### config.mk
export PLATFORM = sky130hd
export DESIGN_NAME = flush_sequencer_flat
export DESIGN_NICKNAME = d
export VERILOG_FILES = /design/src/rtl/flush_sequencer_pkg.sv /design/src/rtl/flush_sequencer_if.sv /design/src/rtl/flush_watchdog.sv /design/src/rtl/flush_sequencer.sv /design/src/flat_wrapper.sv
export SDC_FILE = /design/constraint.sdc
export NUM_CORES = 1
export LEC_CHECK = 0
export CORE_AREA = 2 2 57 59
export CTS_BUF_LIST = sky130_fd_sc_hd__clkbuf_16
export CTS_CLUSTER_DIAMETER = 120
export CTS_CLUSTER_SIZE = 25
export DETAILED_ROUTE_END_ITERATION = 10
export DIE_AREA = 0 0 59 61
export PLACE_DENSITY = 0.65
export SETUP_SLACK_MARGIN = 0.02
export SYNTH_ARGS = -nofsm -noshare
export SYNTH_HDL_FRONTEND = slang
export SYNTH_SLANG_ARGS = --single-unit
### constraint.sdc
create_clock -name clk_i -period 4.82 [get_ports clk_i]
set_clock_uncertainty 0.2 [all_clocks]
set_input_delay 0.482 -clock clk_i [delete_from_list [all_inputs] [get_ports clk_i]]
set_output_delay 0.482 -clock clk_i [all_outputs]
set_load 0.01 [all_outputs]
### src/rtl/flush_sequencer_pkg.sv
// Shared types and defaults for the flush sequencer and its watchdog.
//   flush_fsm_e     : cache flush sequence states
//   Def*            : default channel count, FENCE / FENCE.I masks, watchdog limit
//   cnt_width()     : counter width able to hold 0..limit (minimum 1 bit)
package flush_sequencer_pkg;

  typedef enum logic [1:0] {
    IDLE = 2'd0,
    REQ  = 2'd1,
    WAIT = 2'd2,
    DONE = 2'd3
  } flush_fsm_e;

  localparam int unsigned DefNrCaches      = 2;
  localparam logic [1:0]  DefFenceMask     = 2'b01;
  localparam logic [1:0]  DefFenceIMask    = 2'b11;
  localparam int unsigned DefTimeoutCycles = 4096;

  // A disabled watchdog (limit 0) still needs a legal 1-bit counter.
  function automatic int unsigned cnt_width(input int unsigned limit);
    if (limit < 1) return 1;
    return $clog2(limit + 1);
  endfunction

endpackage

### src/rtl/flush_sequencer_if.sv
// Cache flush channel bundle between the flush sequencer and the caches.
//   cache_flush_req_o : per-channel flush request (sequencer -> cache)
//   cache_flush_ack_i : per-channel completion pulse/level (cache -> sequencer)
// Modports: master = sequencer side, slave = cache side.
interface flush_sequencer_if
  import flush_sequencer_pkg::*;
#(
  parameter int unsigned NrCaches = DefNrCaches
) ();

  logic [NrCaches-1:0] cache_flush_req_o;
  logic [NrCaches-1:0] cache_flush_ack_i;

  modport master (
    output cache_flush_req_o,
    input  cache_flush_ack_i
  );

  modport slave (
    input  cache_flush_req_o,
    output cache_flush_ack_i
  );

endinterface

### src/rtl/flush_watchdog.sv
// Saturating cycle watchdog.
//   clk_i, rst_ni : clock, asynchronous active-low reset
//   en_i          : count this cycle
//   clr_i         : restart count at zero (wins over en_i)
//   expire_o      : high in an enabled cycle whose count has reached Limit-1
// Limit = 0 disables expiry entirely.
module flush_watchdog
  import flush_sequencer_pkg::*;
#(
  parameter int unsigned Limit = DefTimeoutCycles
) (
  input  logic clk_i,
  input  logic rst_ni,
  input  logic en_i,
  input  logic clr_i,
  output logic expire_o
);

  localparam int unsigned    CntW   = cnt_width(Limit);
  localparam logic [CntW-1:0] CntMax = CntW'(Limit);

  logic [CntW-1:0] cnt_d, cnt_q;

  // Saturate at Limit rather than wrapping, so a stuck enable can never
  // roll the counter back under the expiry threshold.
  always_comb begin
    cnt_d = cnt_q;
    if (clr_i) begin
      cnt_d = '0;
    end else if (en_i && (cnt_q != CntMax)) begin
      cnt_d = cnt_q + CntW'(1);
    end
  end

  always_ff @(posedge clk_i or negedge rst_ni) begin
    if (!rst_ni) begin
      cnt_q <= '0;
    end else begin
      cnt_q <= cnt_d;
    end
  end

  generate
    if (Limit == 0) begin : g_disabled
      assign expire_o = 1'b0;
    end else begin : g_enabled
      assign expire_o = en_i && (cnt_q == CntW'(Limit - 1));
    end
  endgenerate

endmodule

### src/rtl/flush_sequencer.sv
// Pipeline flush controller with a sequential multi-channel cache flush engine.
//   Pipeline strobes (combinational, same cycle as the event):
//     set_pc_commit_o, flush_if_o, flush_unissued_instr_o, flush_id_o,
//     flush_ex_o, flush_bp_o, flush_icache_o, flush_tlb_o
//   Cache flush engine (FENCE / FENCE.I):
//     cache_if  : per-channel req/ack bundle (master modport)
//     halt_o    : halt commit (WFI request or sequence active)
//     busy_o    : sequence active
//     done_o    : one-cycle pulse when a sequence completes
//     timeout_o : sticky watchdog error, cleared only by reset
//   clk_i, rst_ni : clock, asynchronous active-low reset
module flush_sequencer
  import flush_sequencer_pkg::*;
#(
  parameter int unsigned         NrCaches      = DefNrCaches,
  parameter logic [NrCaches-1:0] FenceMask     = NrCaches'(DefFenceMask),
  parameter logic [NrCaches-1:0] FenceIMask    = NrCaches'(DefFenceIMask),
  parameter int unsigned         TimeoutCycles = DefTimeoutCycles
) (
  input  logic               clk_i,
  input  logic               rst_ni,
  input  logic               mispredict_i,
  input  logic               halt_csr_i,
  input  logic               eret_i,
  input  logic               ex_valid_i,
  input  logic               set_debug_pc_i,
  input  logic               flush_csr_i,
  input  logic               flush_commit_i,
  input  logic               fence_i,
  input  logic               fence_i_i,
  input  logic               sfence_vma_i,
  output logic               set_pc_commit_o,
  output logic               flush_if_o,
  output logic               flush_unissued_instr_o,
  output logic               flush_id_o,
  output logic               flush_ex_o,
  output logic               flush_bp_o,
  output logic               flush_icache_o,
  output logic               flush_tlb_o,
  flush_sequencer_if.master  cache_if,
  output logic               halt_o,
  output logic               busy_o,
  output logic               done_o,
  output logic               timeout_o
);

  flush_fsm_e          state_d, state_q;
  logic [NrCaches-1:0] pending_d, pending_q;
  logic [NrCaches-1:0] req_d, req_q;
  logic [NrCaches-1:0] start_mask;
  logic                timeout_d, timeout_q;
  logic                wd_en, wd_clr, wd_expire;

  // Pipeline flush strobes. Exceptions, eret and debug entry are applied
  // last so they override the commit-PC redirect of a concurrent flush.
  always_comb begin
    set_pc_commit_o        = 1'b0;
    flush_if_o             = 1'b0;
    flush_unissued_instr_o = 1'b0;
    flush_id_o             = 1'b0;
    flush_ex_o             = 1'b0;
    flush_bp_o             = 1'b0;
    flush_icache_o         = 1'b0;
    flush_tlb_o            = 1'b0;

    if (mispredict_i) begin
      flush_if_o             = 1'b1;
      flush_unissued_instr_o = 1'b1;
    end

    if (fence_i || fence_i_i || sfence_vma_i || flush_csr_i || flush_commit_i) begin
      set_pc_commit_o        = 1'b1;
      flush_if_o             = 1'b1;
      flush_unissued_instr_o = 1'b1;
      flush_id_o             = 1'b1;
      flush_ex_o             = 1'b1;
    end

    if (fence_i_i)    flush_icache_o = 1'b1;
    if (sfence_vma_i) flush_tlb_o    = 1'b1;

    if (ex_valid_i || eret_i || set_debug_pc_i) begin
      set_pc_commit_o        = 1'b0;
      flush_if_o             = 1'b1;
      flush_unissued_instr_o = 1'b1;
      flush_id_o             = 1'b1;
      flush_ex_o             = 1'b1;
      flush_bp_o             = 1'b1;
    end
  end

  // Channels selected by the fence instruction(s) of this cycle.
  always_comb begin
    start_mask = '0;
    if (fence_i)   start_mask = start_mask | FenceMask;
    if (fence_i_i) start_mask = start_mask | FenceIMask;
  end

  // Cache flush FSM: next state and register updates. Fences that arrive
  // outside IDLE are not accepted here; commit is halted while busy.
  always_comb begin
    state_d   = state_q;
    pending_d = pending_q;
    req_d     = req_q;
    timeout_d = timeout_q;
    wd_en     = 1'b0;
    wd_clr    = 1'b0;

    unique case (state_q)
      IDLE: begin
        req_d     = '0;
        pending_d = start_mask;
        if (|start_mask) state_d = REQ;
      end
      REQ: begin
        req_d   = pending_q;
        wd_clr  = 1'b1;
        state_d = WAIT;
      end
      WAIT: begin
        wd_en     = 1'b1;
        // Acks on channels that are no longer pending fall out of the AND.
        pending_d = pending_q & ~cache_if.cache_flush_ack_i;
        if (pending_d == '0) begin
          state_d = DONE;
        end else if (wd_expire) begin
          timeout_d = 1'b1;
          pending_d = '0;
          state_d   = DONE;
        end
        req_d = pending_d;
      end
      DONE: begin
        req_d   = '0;
        state_d = IDLE;
      end
      default: begin
        req_d     = '0;
        pending_d = '0;
        state_d   = IDLE;
      end
    endcase
  end

  always_ff @(posedge clk_i or negedge rst_ni) begin
    if (!rst_ni) begin
      state_q   <= IDLE;
      pending_q <= '0;
      req_q     <= '0;
      timeout_q <= 1'b0;
    end else begin
      state_q   <= state_d;
      pending_q <= pending_d;
      req_q     <= req_d;
      timeout_q <= timeout_d;
    end
  end

  flush_watchdog #(
    .Limit (TimeoutCycles)
  ) u_watchdog (
    .clk_i    (clk_i),
    .rst_ni   (rst_ni),
    .en_i     (wd_en),
    .clr_i    (wd_clr),
    .expire_o (wd_expire)
  );

  assign cache_if.cache_flush_req_o = req_q;
  assign busy_o    = (state_q != IDLE);
  assign done_o    = (state_q == DONE);
  // Halt is derived from registered state only; no path from the fence inputs.
  assign halt_o    = halt_csr_i | busy_o;
  assign timeout_o = timeout_q;

`ifndef SYNTHESIS
  fence_while_busy_a: assert property (
    @(posedge clk_i) disable iff (!rst_ni) busy_o |-> !(fence_i || fence_i_i)
  ) else $error("fence committed while cache flush sequence active");
`endif

endmodule
### src/flat_wrapper.sv
// flat-port wrapper written by rule: the top's interface ports become plain ports
module flush_sequencer_flat import flush_sequencer_pkg::*;
#(
  parameter int unsigned         NrCaches      = DefNrCaches,
  parameter logic [NrCaches-1:0] FenceMask     = NrCaches'(DefFenceMask),
  parameter logic [NrCaches-1:0] FenceIMask    = NrCaches'(DefFenceIMask),
  parameter int unsigned         TimeoutCycles = DefTimeoutCycles
)
  (clk_i, rst_ni, mispredict_i, halt_csr_i, eret_i, ex_valid_i, set_debug_pc_i, flush_csr_i, flush_commit_i, fence_i, fence_i_i, sfence_vma_i, set_pc_commit_o, flush_if_o, flush_unissued_instr_o, flush_id_o, flush_ex_o, flush_bp_o, flush_icache_o, flush_tlb_o, halt_o, busy_o, done_o, timeout_o, cache_if_cache_flush_req_o, cache_if_cache_flush_ack_i);
  flush_sequencer_if #(.NrCaches(NrCaches)) cache_if_i ();
  input  logic clk_i;
  input  logic rst_ni;
  input  logic mispredict_i;
  input  logic halt_csr_i;
  input  logic eret_i;
  input  logic ex_valid_i;
  input  logic set_debug_pc_i;
  input  logic flush_csr_i;
  input  logic flush_commit_i;
  input  logic fence_i;
  input  logic fence_i_i;
  input  logic sfence_vma_i;
  output logic set_pc_commit_o;
  output logic flush_if_o;
  output logic flush_unissued_instr_o;
  output logic flush_id_o;
  output logic flush_ex_o;
  output logic flush_bp_o;
  output logic flush_icache_o;
  output logic flush_tlb_o;
  output logic halt_o;
  output logic busy_o;
  output logic done_o;
  output logic timeout_o;
  output wire logic [$bits(cache_if_i.cache_flush_req_o)-1:0] cache_if_cache_flush_req_o;
  input wire logic [$bits(cache_if_i.cache_flush_ack_i)-1:0] cache_if_cache_flush_ack_i;
  assign cache_if_cache_flush_req_o = cache_if_i.cache_flush_req_o;
  assign cache_if_i.cache_flush_ack_i = cache_if_cache_flush_ack_i;
  flush_sequencer #(.NrCaches(NrCaches), .FenceMask(FenceMask), .FenceIMask(FenceIMask), .TimeoutCycles(TimeoutCycles)) u_core (.clk_i(clk_i), .rst_ni(rst_ni), .mispredict_i(mispredict_i), .halt_csr_i(halt_csr_i), .eret_i(eret_i), .ex_valid_i(ex_valid_i), .set_debug_pc_i(set_debug_pc_i), .flush_csr_i(flush_csr_i), .flush_commit_i(flush_commit_i), .fence_i(fence_i), .fence_i_i(fence_i_i), .sfence_vma_i(sfence_vma_i), .set_pc_commit_o(set_pc_commit_o), .flush_if_o(flush_if_o), .flush_unissued_instr_o(flush_unissued_instr_o), .flush_id_o(flush_id_o), .flush_ex_o(flush_ex_o), .flush_bp_o(flush_bp_o), .flush_icache_o(flush_icache_o), .flush_tlb_o(flush_tlb_o), .cache_if(cache_if_i), .halt_o(halt_o), .busy_o(busy_o), .done_o(done_o), .timeout_o(timeout_o));
endmodule
==> metrics.md <==
| Metric | Value |
|---|---|
| Distinct cells, synth | 34 |
| Least-Margin Pin Slew | 0.886 ns |
| Clock sink count | 20 |
| Hold_sp | u_core.timeout_o$_DFFE_PN0P_ |
| Die H | 61 microns |
| Tot Pwr | 0.651 mW |
| TNS Setup | 0 ns |
| Fill count | about 270 |
| Pre-CTS setup slack | 1.77 ns |
| WP data required | 4.14 ns |
| Post-CTS Setup Inserts | 0 |
| Worst R2R Start | u_core.state_q[0]$_DFFE_PN0P_ |
| Endpoint class of the critical path | output port |
| Peak supply drop | 348 uV |
| Row Count | 20 |
| Status | finished, final reports clean |
| ANT cells | 0 |
| Met2 Wirelength | about 1.1 mm |
| Min Tclk post-route | 3.01 ns |
| Met3 routed WL | 143 microns |
| Metal1 wirelength | 1.09 mm |
| Switching Fraction | 33.1% |
| R2r setup slk | 2.76 ns |
| Initial Util | 39.0% |
| Share of cells above drive strength 1 | 6.29% |
| P_int | 0.435 mW |
| Largest net degree at the start of global routing | 21 |
| HP Class | register to register |
| Avg Cell Area, Syn | 9.77 sq um |
| Die width | between 50 and 60 microns |
| First-pass GRT wire length | 3.96 mm |
| GR Overflow Total | 0 |
| Commonest non-fill, non-tap cells in the layout | clkdlybuf4s50_1 (27), dfrtp_1 (20), nor2_1 (14), inv_1 (10), xnor2_1 (9) |
| Nets@finish | roughly 160 |
| Delay-heaviest family, CP | simple AND/OR/NAND/NOR gates |
| DP HPWL | ~1.8 mm |
| Clock Path Buffers | 2 |
| CP Buf/Inv Count | 2 |
| DR top layer | met4 |
| Unrepaired setup endpoints after global routing | false |
| Core Box Area | 2950 sq um |
| # setup viols final | 0 |
| Fin crit share | 62.5% |
| IO Port Bufs | 27 |
| PostCTS Resize Cnt | 0 |
| Layout area overhead | 30.5% |
| WS Path Type | input port to output port |
| H-tree Lvls | 1 |
| CTS tree | done |
| Share of power burned in registers | 36.4% |
| Max stage delay on crit path | 0.48 ns |
| Most common cell after layout, fill and taps aside | clkdlybuf4s50_1 |
| Leak Pwr | 0.626 nW |
| Post-CTS Hold Buffers | 0 |
| FMAX | 332 MHz |
| Setup slack after layout | 1.81 ns |
| Root buf cell | clkbuf_16 |
| CP startpoint | fence_i_i |
| Post-route DRC | 0 |
| Fin. max-slew vios | 0 |
| Max_cap viols | 0 |
| Vias per inst | 5.21 |
| Clock-pin slew on the worst setup and hold paths | 0.05 ns |
| Initial antenna violation count | 0 |
| Routed vias | 917 |
| Pwr dens | 433 nW/um^2 |
| Vias in the first global route | 874 |
| Slew HR | 40.7% |
| Cell count after synthesis | 118 |
| Clock power frac | between 20% and 30% |
| Final Hold Vio Count | 0 |
| Routability congestion estimate | ~0.8 |
| Post-Syn Area | between 1000 and 1500 sq um |
| Cell repeated most along the worst path | clkdlybuf4s50_1 |
| Ports | 28 |
| CP max stage cell | clkdlybuf4s50_1 |
| Die ar. | 3600 sq um |
| Crit-path max FO | 3 |
| Total GRT Usage | 15.0% |
| Routed WL per cell | 13.4 microns |
| Seq/Total Area, Yosys | 43.4% |
| Startpoint types | input port |
| Latest clock arrival within the worst-skew pair | 0.25 ns |
| DRT Pass-1 Iters | 4 |
| DRT iter0 DRCs | 27 |
| #FFs+latches synth | 20 |
| Routed WL | 2.35 mm |
| Data arrival time of the critical path | roughly 2.3 ns |
| Comb pwr share | 37.3% |
| Post-Syn Nets | 138 |
| Final ANT Viol Nets | 0 |
| Ys Warns | 0 |
| Critical-path cell list | clkdlybuf4s50_1 > nor2_1 > nor4b_1 > nand2b_1 > or2_2 > clkdlybuf4s50_1 |
| CTS buffer count | 3 |
| Net switching power | approximately 0.22 mW |
## layer usage
metal	global-route usage, %	up-vias
li1	-	452
met1	18.5	436
met2	23.7	25
met3	6.40	4
met4	4.87	0
met5	0	-
## cell families (layout without fill, tap and decap cells)
group,count (synthesis),after routing,synth area share (%)
multiplexers,3,3,3.04
buffers and inverters,16,41,6.62
AND/OR/NAND/NOR,49,49,24.9
XOR/XNOR,10,10,7.60
AO/OA/AOI/OAI,14,14,7.93
adder cells (fa/ha/maj),6,6,6.51
flip-flops,20,20,43.4
## metrics by stage
stage | utilization, % | hold slack, ns | std cells | cell area (sq um)
5_1_grt | 50.9 | 0.320 | 176 | 1500
3_3_place_gp | 48.3 | 0.262 | 172 | 1430
6_report | 50.9 | 0.289 | 176 | 1500
4_1_cts | 50.9 | 0.298 | 176 | 1500
3_5_place_dp | 48.3 | 0.282 | 172 | 1430
2_1_floorplan | - | -0.0136 | 118 | 1150
## sequential cells by signal (all words and copies together) (netlist names)
signal                             cells
u_core.timeout_o                       1
u_core.u_watchdog.cnt_q               13
u_core.state_q                         2
u_core.pending_q                       2
u_core.cache_if.cache_flush_req_o      2
## cell usage after synthesis
cell / instances / area (sq um)
dfrtp_1: 20 / 500
nor2_1: 14 / 52.6
inv_1: 10 / 37.5
xnor2_1: 9 / 78.8
nand2_1: 7 / 26.3
ha_1: 6 / 75.1
nor3_1: 6 / 30.0
buf_4: 4 / 30.0
nor4_1: 4 / 25.0
nor4b_1: 3 / 26.3
o21ai_0: 3 / 15.0
a21oi_1: 2 / 10.0
mux2i_1: 2 / 20.0
nand2b_1: 2 / 12.5
nand3_1: 2 / 10.0
nand4_1: 2 / 12.5
nor2b_1: 2 / 12.5
o21a_1: 2 / 15.0
o22ai_1: 2 / 12.5
or3_1: 2 / 12.5
a22oi_1: 1 / 7.51
a311oi_1: 1 / 8.76
a31oi_1: 1 / 6.26
buf_2: 1 / 5.00
clkbuf_1: 1 / 3.75
mux2_4: 1 / 15.0
nand3_4: 1 / 17.5
nand4_2: 1 / 12.5
nand4b_1: 1 / 8.76
nor4_4: 1 / 21.3
o21ai_2: 1 / 8.76
o21bai_1: 1 / 7.51
or2_2: 1 / 6.26
xor2_1: 1 / 8.76
## cell type report
| class | instances | area (sq um) | area share, % |
|---|---|---|---|
| inverters | 10 | 37.5 | 2.50 |
| clock inverters | 1 | 3.75 | 0.250 |
| well taps | 33 | 41.3 | 2.75 |
| clock buffers | 3 | 75.1 | 4.99 |
| multi-input cells | 82 | 576 | 38.3 |
| repair buffers | 27 | 270 | 18.0 |
| flip-flops and latches | 20 | 500 | 33.3 |
## path summary, 6_finish.rpt
path,end,cells past startpoint
worst max-delay path,flush_unissued_instr_o,6
worst max register to register,u_core.u_watchdog.cnt_q[12]$_DFFE_PN0P_,6
worst min register to register,u_core.timeout_o$_DFFE_PN0P_,1
max in group asynchronous,u_core.u_watchdog.cnt_q[10]$_DFFE_PN0P_,1
min in group asynchronous,u_core.u_watchdog.cnt_q[5]$_DFFE_PN0P_,1
worst min-delay path,u_core.timeout_o$_DFFE_PN0P_,1
## power groups by stage
stage / Sequential (mW) / Clock [mW] / Combinational, mW
final: 0.237 / 0.171 / 0.243
after global routing: 0.242 / 0.182 / 0.275
after CTS: 0.237 / 0.178 / 0.248
after detailed placement: 0.239 / 0 / 0.245
after global placement: 0.238 / 0 / 0.242
after floorplan: 0.234 / 0 / 0.164
Note: power is estimated with default switching activity, not from simulation.
